===== src/rtl/rr_arbiter4.sv =====
// -----------------------------------------------------------------------------
// rr_arbiter4
//
// Round-robin arbiter that shares one resource between four requesters.
// A grant is issued one cycle after a request is seen in IDLE. It is held until
// one of three things happens: the owner pulses done, the owner drops its
// request, or the hold timer expires. The arbiter then spends exactly one dead
// cycle in IDLE before it issues the next grant. The search for the next owner
// starts just after the last-served requester, so a requester that keeps
// requesting waits for at most three other grants.
//
// Handshake: req[i] is a level. The arbiter answers it with a registered
// one-hot gnt, the encoded gnt_id and a gnt_valid qualifier. The owner releases
// the resource either with a one-cycle done pulse or by lowering req[i]. The
// arbiter ignores done while no grant is active. It also ignores requests from
// non-owners while a grant is active.
//
// Parameters:
//   MAX_HOLD  maximum cycles a grant may stay active (0 = no timeout)
//   TIMER_W   width of the hold timer
//
// Ports:
//   clk          system clock, rising-edge active
//   rst_n        asynchronous active-low reset
//   req[3:0]     request lines
//   done         release pulse from the current owner
//   gnt[3:0]     one-hot grant, all zero when no grant is active
//   gnt_id[1:0]  encoded index of the owner; qualify it with gnt_valid
//   gnt_valid    high while a grant is active
//   timeout      one-cycle pulse when the hold timer revoked the grant
//   dbg_state_o  current FSM state (0 = IDLE, 1 = BUSY)
// -----------------------------------------------------------------------------
module rr_arbiter4 #(
  parameter int MAX_HOLD = 15,
  parameter int TIMER_W  = 4
) (
  input  logic       clk,
  input  logic       rst_n,
  input  logic [3:0] req,
  input  logic       done,
  output logic [3:0] gnt,
  output logic [1:0] gnt_id,
  output logic       gnt_valid,
  output logic       timeout,
  output logic [0:0] dbg_state_o
);

  localparam logic [0:0] ST_IDLE = 1'b0;
  localparam logic [0:0] ST_BUSY = 1'b1;

  // With MAX_HOLD = 0 the compare value is unused. Clamp it so the
  // subtraction cannot go negative.
  localparam int                 HOLD_LAST_I = (MAX_HOLD > 0) ? (MAX_HOLD - 1) : 0;
  localparam logic [TIMER_W-1:0] HOLD_LAST   = HOLD_LAST_I[TIMER_W-1:0];
  localparam logic [TIMER_W-1:0] TIMER_MAX   = '1;
  localparam logic               HOLD_EN     = (MAX_HOLD != 0);

  // ---------------------------------------------------------------------------
  // State and registered outputs
  // ---------------------------------------------------------------------------
  logic [0:0]         state_q, state_d;
  logic [3:0]         gnt_q, gnt_d;
  logic [1:0]         gnt_id_q, gnt_id_d;
  logic               gnt_valid_q, gnt_valid_d;
  logic               timeout_q, timeout_d;
  logic [TIMER_W-1:0] timer_q, timer_d;
  logic [1:0]         last_q, last_d;

  // ---------------------------------------------------------------------------
  // Rotating priority search: try last+1, last+2, last+3, then last itself.
  // ---------------------------------------------------------------------------
  logic       pick_found;
  logic [1:0] pick_idx;

  always_comb begin
    pick_found = 1'b0;
    pick_idx   = 2'd0;
    for (int k = 1; k <= 4; k++) begin
      logic [1:0] cand;
      cand = last_q + 2'(k);
      if (!pick_found && req[cand]) begin
        pick_found = 1'b1;
        pick_idx   = cand;
      end
    end
  end

  // ---------------------------------------------------------------------------
  // Release conditions while BUSY
  // ---------------------------------------------------------------------------
  logic rel_done;
  logic rel_drop;
  logic rel_time;
  logic release_now;

  always_comb begin
    rel_done    = done;
    rel_drop    = ~req[gnt_id_q];
    rel_time    = HOLD_EN && (timer_q == HOLD_LAST);
    release_now = (state_q == ST_BUSY) && (rel_done || rel_drop || rel_time);
  end

  // ---------------------------------------------------------------------------
  // Next-state logic
  // ---------------------------------------------------------------------------
  always_comb begin
    state_d     = state_q;
    gnt_d       = gnt_q;
    gnt_id_d    = gnt_id_q;
    gnt_valid_d = gnt_valid_q;
    timeout_d   = 1'b0;
    timer_d     = timer_q;
    last_d      = last_q;

    case (state_q)
      ST_IDLE: begin
        if (pick_found) begin
          gnt_d       = 4'b0001 << pick_idx;
          gnt_id_d    = pick_idx;
          gnt_valid_d = 1'b1;
          timer_d     = '0;
          state_d     = ST_BUSY;
        end
      end

      ST_BUSY: begin
        if (release_now) begin
          gnt_d       = 4'b0000;
          gnt_valid_d = 1'b0;
          last_d      = gnt_id_q;
          timer_d     = '0;
          state_d     = ST_IDLE;
          // A timer expiry that coincides with a normal release is reported
          // as a normal release.
          timeout_d   = rel_time && !rel_done && !rel_drop;
        end else if (timer_q != TIMER_MAX) begin
          // Saturate so the timer cannot wrap when the timeout is disabled.
          timer_d = timer_q + 1'b1;
        end
      end

      default: begin
        state_d     = ST_IDLE;
        gnt_d       = 4'b0000;
        gnt_valid_d = 1'b0;
        timer_d     = '0;
      end
    endcase
  end

  // ---------------------------------------------------------------------------
  // Registers
  // ---------------------------------------------------------------------------
  always_ff @(posedge clk or negedge rst_n) begin
    if (!rst_n) begin
      state_q     <= ST_IDLE;
      gnt_q       <= 4'b0000;
      gnt_id_q    <= 2'd0;
      gnt_valid_q <= 1'b0;
      timeout_q   <= 1'b0;
      timer_q     <= '0;
      last_q      <= 2'd3;   // requester 0 gets first priority after reset
    end else begin
      state_q     <= state_d;
      gnt_q       <= gnt_d;
      gnt_id_q    <= gnt_id_d;
      gnt_valid_q <= gnt_valid_d;
      timeout_q   <= timeout_d;
      timer_q     <= timer_d;
      last_q      <= last_d;
    end
  end

  assign gnt         = gnt_q;
  assign gnt_id      = gnt_id_q;
  assign gnt_valid   = gnt_valid_q;
  assign timeout     = timeout_q;
  assign dbg_state_o = state_q;

endmodule

===== config.mk =====
export PLATFORM = sky130hd
export DESIGN_NAME = rr_arbiter4
export DESIGN_NICKNAME = d
export VERILOG_FILES = /design/src/rtl/rr_arbiter4.sv
export SDC_FILE = /design/constraint.sdc
export NUM_CORES = 1
export LEC_CHECK = 0
export CORE_ASPECT_RATIO = 0.8
export CORE_MARGIN = 2
export CORE_UTILIZATION = 44
export DETAILED_ROUTE_END_ITERATION = 8
export PLACE_DENSITY_LB_ADDON = 0.15
export SLEW_MARGIN = 25
export SYNTH_ARGS = -nofsm -noshare
export SYNTH_HDL_FRONTEND = slang
export SYNTH_SLANG_ARGS = --single-unit
export TNS_END_PERCENT = 10

===== constraint.sdc =====
create_clock -name clk -period 1.3 [get_ports clk]
set_input_delay 0.325 -clock clk [delete_from_list [all_inputs] [get_ports clk]]
set_output_delay 0.325 -clock clk [all_outputs]
set_load 0.03 [all_outputs]

# Word-level counts from Yosys, hierarchy flattened

Cells that the tools add are included.

Word-level logic and storage cells: 73
Bits in registers: 15
Latch bits: 0
Output and inout port bits: 9
Bits in writable memories: 0
Bits of input ports: 7
Memories: 0
ROM bits: 0

Equal/unequal tests: 5
Bitwise operators: 2
Add/subtract/negate cells: 4
Multipliers: 0
Shift-type cells: 1
Divide/modulo/power cells: 0
Mux-type cells: 33
Order comparisons: 5
Reduce and logical (&&, ||, !) cells: 16

Operators by type and width:

| kind                  | count |
|---|---|
| $mux W4               | 5 |
| $pmux W4 S2           | 2 |
| $lt A2 B3 Y1 const B  | 5 |
| $mux W1               | 15 |
| $bmux W1 S2           | 5 |
| $mux W2               | 4 |
| $reduce_and A2 Y1     | 4 |
| $logic_and A1 B1 Y1   | 6 |
| $add A2 B2 Y2 const B | 2 |
| $add A4 B1 Y4 const B | 1 |
| $eq A4 B4 Y1 const B  | 1 |
| $logic_not A1 Y1      | 4 |
| $ne A4 B4 Y1 const B  | 1 |
| $pmux W1 S2           | 2 |
| $shl A1 B2 Y4 const A | 1 |
| $ne A3 B1 Y1 const B  | 1 |
| $add A2 B1 Y2 const B | 1 |
| $logic_or A1 B1 Y1    | 2 |
| $ne A2 B1 Y1 const B  | 1 |
| $ne A2 B2 Y1 const B  | 1 |
| $not A1 Y1            | 2 |

# Depth between registers and ports, before layout

Gate-level depths: netlist (run 1).

Word-level depth: 16
Mapped depth: 6
Depth with buffers taken out: 6

# Worst setup path before layout (run 1)

No wires, ideal clock.

Path type: flip-flop to flip-flop
Start: reg gnt_id_q[0], in the netlist gnt_id[0]
End: reg last_q[0]
Clock period less this slack: 1.558 ns
Required time: 1.215 ns
Setup slack: -0.258 ns
Cell stages (with the launch flop): 5
Library setup time: 0.085 ns
Arrival time: 1.473 ns
Path buffers: 0
Cell sequence: dfrtp_1 or2_1 o22ai_1 a21o_1 mux2_1

Cells in the longest elaborated chain, start to end: 7

RTL lines:

| what                               | RTL line | RTL |
|---|---|---|
| start, declared                    | 63       | `logic [1:0] gnt_id_q, gnt_id_d;` |
| start signal, assigned             | 166      | `gnt_id_q <= gnt_id_d;` |
| $bmux W1 S2                        | 98       | `rel_drop = ~req[gnt_id_q];` |
| $mux W1 (not written as such)      | 98       |  |
| $not A1 Y1                         | 98       |  |
| $logic_or A1 B1 Y1 (2 in a row)    | 100      | `release_now = (state_q == ST_BUSY) && (rel_done \|\| rel_drop \|\| rel_time);` |
| $logic_and A1 B1 Y1                | 100      |  |
| $reduce_and A2 Y1 (no source line) | n/a      |  |
| end signal, assigned               | 170      | `last_q <= last_d;` |
| end, declared                      | 67       | `logic [1:0] last_q, last_d;` |

Several ways; a longest one is shown, not always the timed one. The select of a mux whose other input is x is not followed.
A chain may end at the register's enable or synchronous reset.

# Worst setup path after layout (run 1)

Start: reg gnt_id_q[1], in the netlist gnt_id[1]
End: reg last_q[1]

Same word-level chain as after synthesis.

==> results.md, run 1 <==
* Root Driver: clkbuf_4
* RSZ-0062 raised after global routing: yes
* Sw Pwr at 1.04 mW
* Post-synth top area share at 0.414
* CP arrival at 1.73 ns
* Sink Count at 15
* Crit path buffers/inverters at 0
* Via-to-Cell Ratio at 5.49
* CP max FO at 4
* Crit Path Category: flip-flop to flip-flop
* Number of port buffers at 15
* FF+latch area at 382 um2
* Post-DP Area at 0.00108 mm2
* Post-route design area at 0.00120 mm2
* Synth Register Bits at 15
* Max-Cap Viols at 0
* CP max stage cell: dfrtp_2
* First-pass GRT wire length at 3480 um
* R2r setup slk at -0.20 ns
* Syn nets at 84
* Fin. Hold Viols at 0
* Wire per inst at 14.8 um
* Leakage power at 0.550 nW
* Combinational Power Share at 0.563
* Most common cell in the synthesized netlist: dfrtp_1
* Total GRT Usage at 0.221
* Number of remaining DRC errors at 0
* Max incr delay on CP at 0.48 ns
* R2r startpoint: gnt_id[1]$_DFFE_PN0P_
* CP startpoint kind: flip-flop
* Post-synthesis instance total at 75
* Clock-pin slew on the worst setup and hold paths at 0.10 ns
* Antenna diode instance count at 0
* Pint at 1.50 mW
* # rows at 13
* Flop pwr share at 0.328
* DRT antenna net count at 0
* Layout area overhead at 53.2%
* Initial DRC count at 24
* Ratio of final minimum period to clock period at 1.15
* CTS Buffer Depth at 2
* Final core occ at 0.725
* Post-route minimum period at 1.50 ns
* Skew-Pair Late Insertion Delay at 0.30 ns
* Total vias in the final route at 741
* Worst setup EP type: flip-flop
* Max Fclk at 0.669 GHz
* Net count, final at 123
* Vias in the first global route at 753
* Outcome: finished with violations
* Cts bufs inserted at 3
* Fillers at 134
* CP Launch Point: gnt_id[1]$_DFFE_PN0P_
* Largest net degree at the start of global routing at 16
* Global route overflow at 0
* Max VDD drop at 1.38 mV
* Crit path capture: last_q[1]$_DFFE_PN1P_
* Post-synth cell types at 35
* Post-Route WL at 2000 um
* Register area share after synthesis at 0.481
* Die ar. at 0.00214 mm2
* Sw Share at 0.409
* Synthesis Warnings at 0
* H-tree depth at 1
* R2R Path End: last_q[1]$_DFFE_PN1P_
* Post-synth top area cell: dfrtp_1
* Clk pwr share at 0.108
* Final worst slack at -0.195 ns
* Max Transition Viols Final at 0
* First-pass DRT Iterations at 4
* Required @ worst endpoint at 1.53 ns
* DPL Wire Length at 1400 um
* Final hold slack at 0.325 ns
* Post-synth top cells: dfrtp_1 (13), nand2_1 (6), a21oi_1 (4), nand3_1 (4)
* Cell Area, Synth at 786 um2
* Worst Tran Pin Value at 0.277 ns
* Die H at 41.8 um
* Ys async rst share at 1.00
* Main synth FF type: dfrtp_1
* Slew margin rel. at 0.816
* Area of the multi-input gates at 482 um2
* CTS tree: built
* Layout cells sized above 1 at 0.478
* Cell area power density at 2110 mW/mm2
* Violated checks: setup timing
* Synth area leaders: dfrtp_1 (41%), dfstp_2 (6.7%), mux2i_1 (3.8%)
* Worst Skew at 0.0147 ns
* Total core area at 0.00166 mm2
* R2r worst-path depth at 4
* Critical-path cell list: mux2i_4 > o22ai_2 > a21o_1 > mux2_4
* Number of synthesized flops with an enable pin at 0
* RePlAce Congestion at 0.798
* Die width at 51.2 um
* Hold Crit Class: input port to async pin
* Synth Area per Inst at 10.5 um2
* Fin Setup TNS at -1.66 ns
* Crit path max-delay family: multiplexers
* Initial Util at 0.474
* I/O pin cnt at 16
* Worst path depth at 4
* Number of setup violations in the final report at 13
* Antenna violations before repair at 0
-- power groups by stage --
| stage | registers [mW] | clock network [mW] | logic (mW) |
|---|---|---|---|
| after floorplan | 1.02 | 0 | 0.485 |
| after global placement | 0.806 | 0 | 1.20 |
| after detailed placement | 0.805 | 0 | 1.22 |
| after CTS | 0.814 | 0.280 | 1.39 |
| after global routing | 0.859 | 0.307 | 1.54 |
| final | 0.834 | 0.275 | 1.43 |
-- per-stage QoR --
step / worst slack (ns) / power (mW) / std cells
final: -0.195 / 2.54 / 135
after global routing: -0.247 / 2.71 / 135
after CTS: -0.156 / 2.48 / 135
after detailed placement: -0.580 / 2.02 / 130
after global placement: -0.531 / 2.01 / 130
after floorplan: -0.140 / 1.50 / 75
-- layout make-up --
cell class                 count  area share
multi-input combinational     57       0.400
sequential                    15       0.317
timing repair buffer          34       0.229
tap                           22      0.0229
clock buffer                   4      0.0218
inverter                       3     0.00936
-- how the worst min path moves through the flow --
stage                     startpoint                endpoint  cells after the start
2_1_floorplan                  rst_n   dbg_state_o$_DFF_PN0_                      0
3_3_place_gp   gnt_valid$_DFFE_PN0P_   gnt_valid$_DFFE_PN0P_                      1
3_5_place_dp      gnt[1]$_DFFE_PN0P_      gnt[1]$_DFFE_PN0P_                      1
4_1_cts                        rst_n      gnt[3]$_DFFE_PN0P_                      2
5_1_grt                        rst_n      gnt[3]$_DFFE_PN0P_                      2
6_report                       rst_n  timer_q[1]$_DFFE_PN0P_                      2
-- cell usage in the layout (no fill, tap or decap), drive strengths merged, types with 2 or more instances in the layout --
cell / count
a21o: 2
a21oi: 4
a31oi: 2
buf: 28
clkbuf: 4
dfrtp: 13
dfstp: 2
dlygate4sd2: 5
ha: 2
inv: 3
mux2: 2
mux2i: 3
nand2: 7
nand2b: 3
nand3: 4
nand4: 2
nor2: 3
nor3: 2
o21ai: 4
o22ai: 2
o2bb2ai: 2
-- worst reg2reg max path: cells and delay by family (launching register included) --
kind | cells | cell delay [ns]
DFF | 1 | 0.48
AOI/OAI and AO/OA | 2 | 0.42
muxes | 2 | 0.53
-- per-layer routing --
layer | part of all wire | wire [um] | up-vias | track usage
met3 | 0.046 | 92 | 5 | 0.0540
li1 | - | - | 358 | -
met1 | 0.46 | 923 | 359 | 0.289
met2 | 0.48 | 952 | 19 | 0.356
met4 | 0.014 | 28 | 0 | 0.0789
met5 | 0 | 0 | - | 0
-- flip-flops by register name, indices dropped and copies added (netlist names) --
signal / count
timeout: 1
gnt: 4
gnt_id: 2
timer_q: 4
last_q: 2
gnt_valid: 1
dbg_state_o: 1
-- repair_timing --
action | 4_1_cts | 5_1_grt
pin swaps | 11 | 4
setup buffers | 1 | 0
setup endpoints to repair | 15 | 16
resized for setup | 20 | 5
hold buffers | 0 | 0
-- kinds of logic after synthesis --
family,count (synthesis),share of synthesized area
simple gates,26,0.182
compound gates,23,0.213
buf+inv,3,0.0143
flops,15,0.481
fa+ha+maj,2,0.0318
xor+xnor,1,0.0111
mux,5,0.0669
No activity file was read; power rests on OpenSTA's default activity.
==> inputs of run 2 (changes only) <==
--- a/config.mk
+++ b/config.mk
@@ -6,7 +6,7 @@
 export NUM_CORES = 1
 export LEC_CHECK = 0
 export CORE_ASPECT_RATIO = 0.8
-export CORE_MARGIN = 2
+export CORE_MARGIN = 5
 export CORE_UTILIZATION = 44
 export DETAILED_ROUTE_END_ITERATION = 8
 export PLACE_DENSITY_LB_ADDON = 0.15
==> run 2 against run 1 <==
Compared with the run above:
- the run still ends with setup timing left
- global-route usage is 4.7 points lower
- sequential power about the same
- final cell count is 1.5% lower
- via count is 0.81% higher
- combinational power decreased by 3%
- largest cell class unchanged
- highest routed layer unchanged
==> results.md, run 2 (synthesized netlist as in run 1, its figures left out) <==
* Most frequent cells in the layout: buf_4 (24), dfrtp_1 (10), nand2_1 (6)
* Antenna diode instance count at 0 (unchanged)
* Max Fclk at 0.679 GHz (+1.5%)
* Combinational Power Share at 0.556 (-0.007)
* Post-route minimum period at 1.47 ns (-0.0227 ns)
* Max VDD drop at 1.27 mV (-8.2%)
* Root Driver: clkbuf_4
* Total power at 2.49 mW (-2.1%)
* Die width at 57.2 um (+12%)
* Clk pwr share at 0.109 (about the same)
* CTS Buffer Depth at 2 (unchanged)
* Slew margin rel. at 0.833 (+0.0178)
* Sw Share at 0.412 (+0.00301)
* Antenna violations before repair at 0 (unchanged)
* Number of remaining DRC errors at 0 (unchanged)
* Total core area at 0.00166 mm2 (unchanged)
* CP startpoint kind: flip-flop
* Sw Pwr at 1.03 mW (-1.4%)
* Pint at 1.46 mW (-2.6%)
* Die H at 47.8 um (+14%)
* Cts bufs inserted at 3 (unchanged)
* Number of port buffers at 15 (unchanged)
* Initial Util at 0.474 (unchanged)
* FF+latch area at 382 um2 (unchanged)
* H-tree depth at 1 (unchanged)
* Skew-Pair Late Insertion Delay at 0.29 ns (about the same)
* Crit Path Category: flip-flop to flip-flop
* Fillers at 127 (-5.2%)
* Total vias in the final route at 747 (+0.81%)
* CP arrival at 1.66 ns (-0.07 ns)
* Post-Route WL at 2050 um (+2.8%)
* I/O pin cnt at 16 (unchanged)
* Vias in the first global route at 725 (-3.7%)
* DPL Wire Length at 1500 um (+6.5%)
* Cell area power density at 2150 mW/mm2 (+1.9%)
* Most common cell after layout, fill and taps aside: buf_4
* Max Transition Viols Final at 0 (unchanged)
* Fin. Hold Viols at 0 (unchanged)
* Worst setup EP type: flip-flop
* # rows at 13 (unchanged)
* Hold Crit Class: input port to async pin
* Sink Count at 15 (unchanged)
* CTS tree: built
* Number of setup violations in the final report at 12 (-1)
* Pre-CTS setup slack at -0.561 ns (+0.0189 ns)
* Leakage power at 0.531 nW (-3.4%)
* Largest net degree at the start of global routing at 16 (unchanged)
* Final worst slack at -0.173 ns (+0.0227 ns)
* Required @ worst endpoint at 1.49 ns (-0.04 ns)
* RSZ-0062 raised after global routing: yes
* Net count, final at 121 (-1.6%)
* DRT antenna net count at 0 (unchanged)
* Total GRT Usage at 0.174 (-0.0471)
* Area of the multi-input gates at 453 um2 (-6.0%)
* Max-Cap Viols at 0 (unchanged)
* Worst Skew at 0.00794 ns (-0.00675 ns)
* Outcome: finished with violations
* Layout cells sized above 1 at 0.459 (-0.0184)
* CP max FO at 4 (unchanged)
* Ratio of final minimum period to clock period at 1.13 (-0.0175)
* Global route overflow at 0 (unchanged)
* Wire per inst at 15.4 um (+4.4%)
* First-pass DRT Iterations at 4 (unchanged)
* Post-CTS Setup Inserts at 0 (-1)
* Violated checks: setup timing
* Flop pwr share at 0.336 (+0.008)
* Die ar. at 0.00274 mm2 (+28%)
* Worst Tran Pin Value at 0.250 ns (-0.0267 ns)
* Initial DRC count at 28 (+17%)
* Hold-fix buffers, CTS at 0 (unchanged)
* First-pass GRT wire length at 3370 um (-3.0%)
* Clock-pin slew on the worst setup and hold paths at 0.09 ns (about the same)
* Layout area overhead at 47.1%
* Via-to-Cell Ratio at 5.62 (+2.3%)
* RePlAce Congestion at 0.868 (+8.8%)
## run 2: critical path: stages, from the launching register on
cell and delay [ns]:
dfrtp_2 0.44, mux2i_2 0.27, o22ai_2 0.11, a21o_1 0.24, buf_4 0.16, and2_4 0.14
## run 2: path summary, 6_finish.rpt
path	start	endpoint	slack, ns	cells past startpoint
worst max-delay path	gnt_id[1]$_DFFE_PN0P_	dbg_state_o$_DFF_PN0_	-0.17	5
worst min-delay path	rst_n	gnt[3]$_DFFE_PN0P_	0.33	2
worst max register to register	gnt_id[1]$_DFFE_PN0P_	dbg_state_o$_DFF_PN0_	-0.17	5
worst min register to register	gnt[1]$_DFFE_PN0P_	gnt[1]$_DFFE_PN0P_	0.50	1
max in group asynchronous	rst_n	last_q[1]$_DFFE_PN1P_	0.73	2
min in group clk	gnt[1]$_DFFE_PN0P_	gnt[1]$_DFFE_PN0P_	0.50	1
## run 2: per-layer routing
metal | track usage | part of all wire | wire length, um | up-vias
met4 | 0.120 | 0.031 | 63 | 0
met5 | 0 | 0 | 0 | -
li1 | - | - | - | 352
met3 | 0.0620 | 0.080 | 164 | 8
met1 | 0.205 | 0.44 | 898 | 359
met2 | 0.273 | 0.45 | 926 | 28
## run 2: power by group through the flow
stage / Sequential, mW / Combinational (mW) / Clock [mW]
final: 0.834 / 1.38 / 0.270
after floorplan: 1.02 / 0.485 / 0
after CTS: 0.816 / 1.33 / 0.275
after global routing: 0.863 / 1.47 / 0.307
after detailed placement: 0.816 / 1.23 / 0
after global placement: 0.806 / 1.21 / 0
## run 2: per-stage QoR
stage	TNS [ns]	instances	hold WS [ns]	cell area (um2)	util
3_5_place_dp	-6.79	129	0.485	1080	0.649
4_1_cts	-1.06	133	0.334	1120	0.678
2_1_floorplan	-0.713	75	0.0294	795	-
3_3_place_gp	-6.68	129	0.475	1080	0.649
6_report	-1.21	133	0.334	1160	0.697
5_1_grt	-1.95	133	0.343	1160	0.697
## run 2: layout make-up
cell class / instances / share of cell area
Sequential cell: 15 / 0.330
Timing Repair Buffer: 32 / 0.222
Tap cell: 22 / 0.0238
Clock buffer: 4 / 0.0227
Inverter: 3 / 0.00974
Multi-Input combinational cell: 57 / 0.392
## run 2: what timing repair did
| item | in CTS | in global routing |
|---|---|---|
| pin swaps | 12 | 3 |
| setup endpoints to repair | 15 | 16 |
| resized for setup | 13 | 7 |
| hold endpoints to repair | 0 | 0 |
==> inputs of run 3 (changes only) <==
--- a/config.mk
+++ b/config.mk
@@ -8,7 +8,9 @@
 export CORE_ASPECT_RATIO = 0.8
 export CORE_MARGIN = 5
 export CORE_UTILIZATION = 44
+export CTS_BUF_LIST = sky130_fd_sc_hd__clkbuf_16
 export DETAILED_ROUTE_END_ITERATION = 8
+export MAX_ROUTING_LAYER = met4
 export PLACE_DENSITY_LB_ADDON = 0.15
 export SLEW_MARGIN = 25
 export SYNTH_ARGS = -nofsm -noshare
==> run 3 against run 2 <==
Compared with the run above:
- the run still ends with setup timing left
- register-to-register slack is essentially flat
- sequential share of layout area shrank 1.4 points
- combinational power is essentially flat
- clock skew shrank 0.0061 ns
- global-route usage grew 1.0 points
- critical endpoint is now last_q[1]$_DFFE_PN1P_
- maximum frequency grew 0.34%
- sequential power grew 1%
- clock power grew 110%
==> results.md, run 3 (synthesized netlist as in run 1, its figures left out) <==
* Total power at 2.82 mW (+13%)
* Root Driver: clkbuf_16
* Post-route minimum period at 1.47 ns (-0.00498 ns)
* Max Fclk at 0.681 GHz (+0.34%)
* CP Launch Point: gnt_id[1]$_DFFE_PN0P_
* # rows at 13 (unchanged)
* Antenna diode instance count at 0 (unchanged)
* Number of port buffers at 15 (unchanged)
* Max Transition Viols Final at 0 (unchanged)
* Number of remaining DRC errors at 0 (unchanged)
* Filler-free cell count of the finished design at 133 (unchanged)
* Post-Route WL at 2140 um (+4.4%)
* Worst setup EP type: flip-flop
* R2r worst-path depth at 4 (-1)
* CTS tree: built
* Initial DRC count at 23 (-18%)
* Via-to-Cell Ratio at 5.76 (+2.5%)
* Vias in the first global route at 744 (+2.6%)
* Cell area power density at 2340 mW/mm2 (+8.9%)
* RePlAce Congestion at 0.882 (+1.6%)
* Global route overflow at 0 (unchanged)
* Leakage power at 0.560 nW (+5.5%)
* Antenna violations before repair at 0 (unchanged)
* Die H at 47.8 um (unchanged)
* Final hold slack at 0.393 ns (+0.0591 ns)
* Max VDD drop at 1.95 mV (+54%)
* R2R Path End: last_q[1]$_DFFE_PN1P_
* Outcome: finished with violations
* Net count, final at 121 (unchanged)
* Clock-pin slew on the worst setup and hold paths at 0.05 ns (-0.04 ns)
* Final worst slack at -0.168 ns (+0.00498 ns)
* Hold Crit Class: input port to async pin
* Total GRT Usage at 0.184 (+0.0102)
* Initial Util at 0.474 (unchanged)
* Wire per inst at 16.1 um (+4.4%)
* DRT antenna net count at 0 (unchanged)
* R2r startpoint: gnt_id[1]$_DFFE_PN0P_
* Most frequent cells in the layout: buf_4 (25), dfrtp_1 (11), nand2_1 (6)
* Skew-Pair Late Insertion Delay at 0.24 ns (-0.05 ns)
* H-tree depth at 1 (unchanged)
* Layout cells sized above 1 at 0.450 (-0.00901)
* Number of setup violations in the final report at 12 (unchanged)
* Pre-CTS setup slack at -0.561 ns (unchanged)
* CP startpoint kind: flip-flop
* Inst Count DP at 129 (unchanged)
* Total core area at 0.00166 mm2 (unchanged)
* Violated checks: setup timing
* Total vias in the final route at 766 (+2.5%)
* Max-Cap Viols at 0 (unchanged)
* Largest net degree at the start of global routing at 16 (unchanged)
* Die ar. at 0.00274 mm2 (unchanged)
* First-pass DRT Iterations at 5 (+1)
* Required @ worst endpoint at 1.47 ns (-0.02 ns)
* Sink Count at 15 (unchanged)
* RSZ-0062 raised after global routing: yes
* Ratio of final minimum period to clock period at 1.13 (-0.00383)
* Crit path capture: last_q[1]$_DFFE_PN1P_
* Worst Tran Pin Value at 0.256 ns (+0.00577 ns)
* R2r setup slk at -0.17 ns (about the same)
* Post-DP Area at 0.00108 mm2 (unchanged)
* CTS Buffer Depth at 2 (unchanged)
* CP max FO at 4 (unchanged)
* Layout area overhead at 53.3%
* I/O pin cnt at 16 (unchanged)
* Cts bufs inserted at 3 (unchanged)
* First-pass GRT wire length at 3570 um (+5.9%)
* Crit Path Category: flip-flop to flip-flop
* Worst Skew at 0.00181 ns (-0.00613 ns)
* Post-route design area at 0.00120 mm2 (+4.2%)
* Fin. Hold Viols at 0 (unchanged)
* CP arrival at 1.63 ns (-0.03 ns)
* Die width at 57.2 um (unchanged)
* Slew margin rel. at 0.830 (-0.00384)
* DPL Wire Length at 1500 um (unchanged)
* Most common cell after layout, fill and taps aside: buf_4
-- run 3: worst max-delay path, stage by stage, from the launching register on --
cell	delay, ns
dfrtp_2	0.45
mux2i_2	0.18
o22ai_2	0.17
a21o_1	0.26
mux2_4	0.33
-- run 3: how the worst min path moves through the flow --
stage / start / endpoint / cells after the start
2_1_floorplan: rst_n / dbg_state_o$_DFF_PN0_ / 0
3_3_place_gp: gnt_valid$_DFFE_PN0P_ / gnt_valid$_DFFE_PN0P_ / 1
3_5_place_dp: gnt[1]$_DFFE_PN0P_ / gnt[1]$_DFFE_PN0P_ / 1
4_1_cts: rst_n / gnt[3]$_DFFE_PN0P_ / 2
5_1_grt: rst_n / gnt[3]$_DFFE_PN0P_ / 2
6_report: rst_n / gnt[3]$_DFFE_PN0P_ / 2
-- run 3: per-stage QoR --
stage	TNS [ns]	util
2_1_floorplan	-0.713	-
3_3_place_gp	-6.68	0.649
3_5_place_dp	-6.79	0.649
4_1_cts	-1.02	0.707
5_1_grt	-2.03	0.726
6_report	-1.20	0.726
-- run 3: what timing repair did --
item                                    CTS  global route
pin swaps                                10             2
buffers inserted                          0             0
endpoints found under the setup margin   14            15
hold buffers                              0             0
resized for setup                        13             5
-- run 3: routing by layer --
metal / routed length (um) / up-vias / global-route usage
met5: 0 / - / -
met4: 29 / 0 / 0.0648
met3: 179 / 4 / 0.0728
met2: 1030 / 37 / 0.294
met1: 902 / 374 / 0.215
li1: - / 351 / -
-- run 3: layout make-up --
| cell class | count | area [um2] |
|---|---|---|
| fill | 123 | 454 |
| multi-input combinational | 57 | 454 |
| timing repair buffer | 32 | 253 |
| clock buffer | 3 | 75.1 |
| inverter | 3 | 11.3 |
| clock inverter | 1 | 3.75 |
| sequential | 15 | 380 |
| tap | 22 | 27.5 |
-- run 3: power breakdown --
| group | leakage (nW) | switching (mW) | internal, mW | total, mW |
|---|---|---|---|---|
| Combinational | 0.329 | 0.714 | 0.686 | 1.40 |
| Clock | 0.0423 | 0.170 | 0.406 | 0.576 |
| Sequential | 0.189 | 0.187 | 0.658 | 0.845 |
| Total | 0.560 | 1.07 | 1.75 | 2.82 |
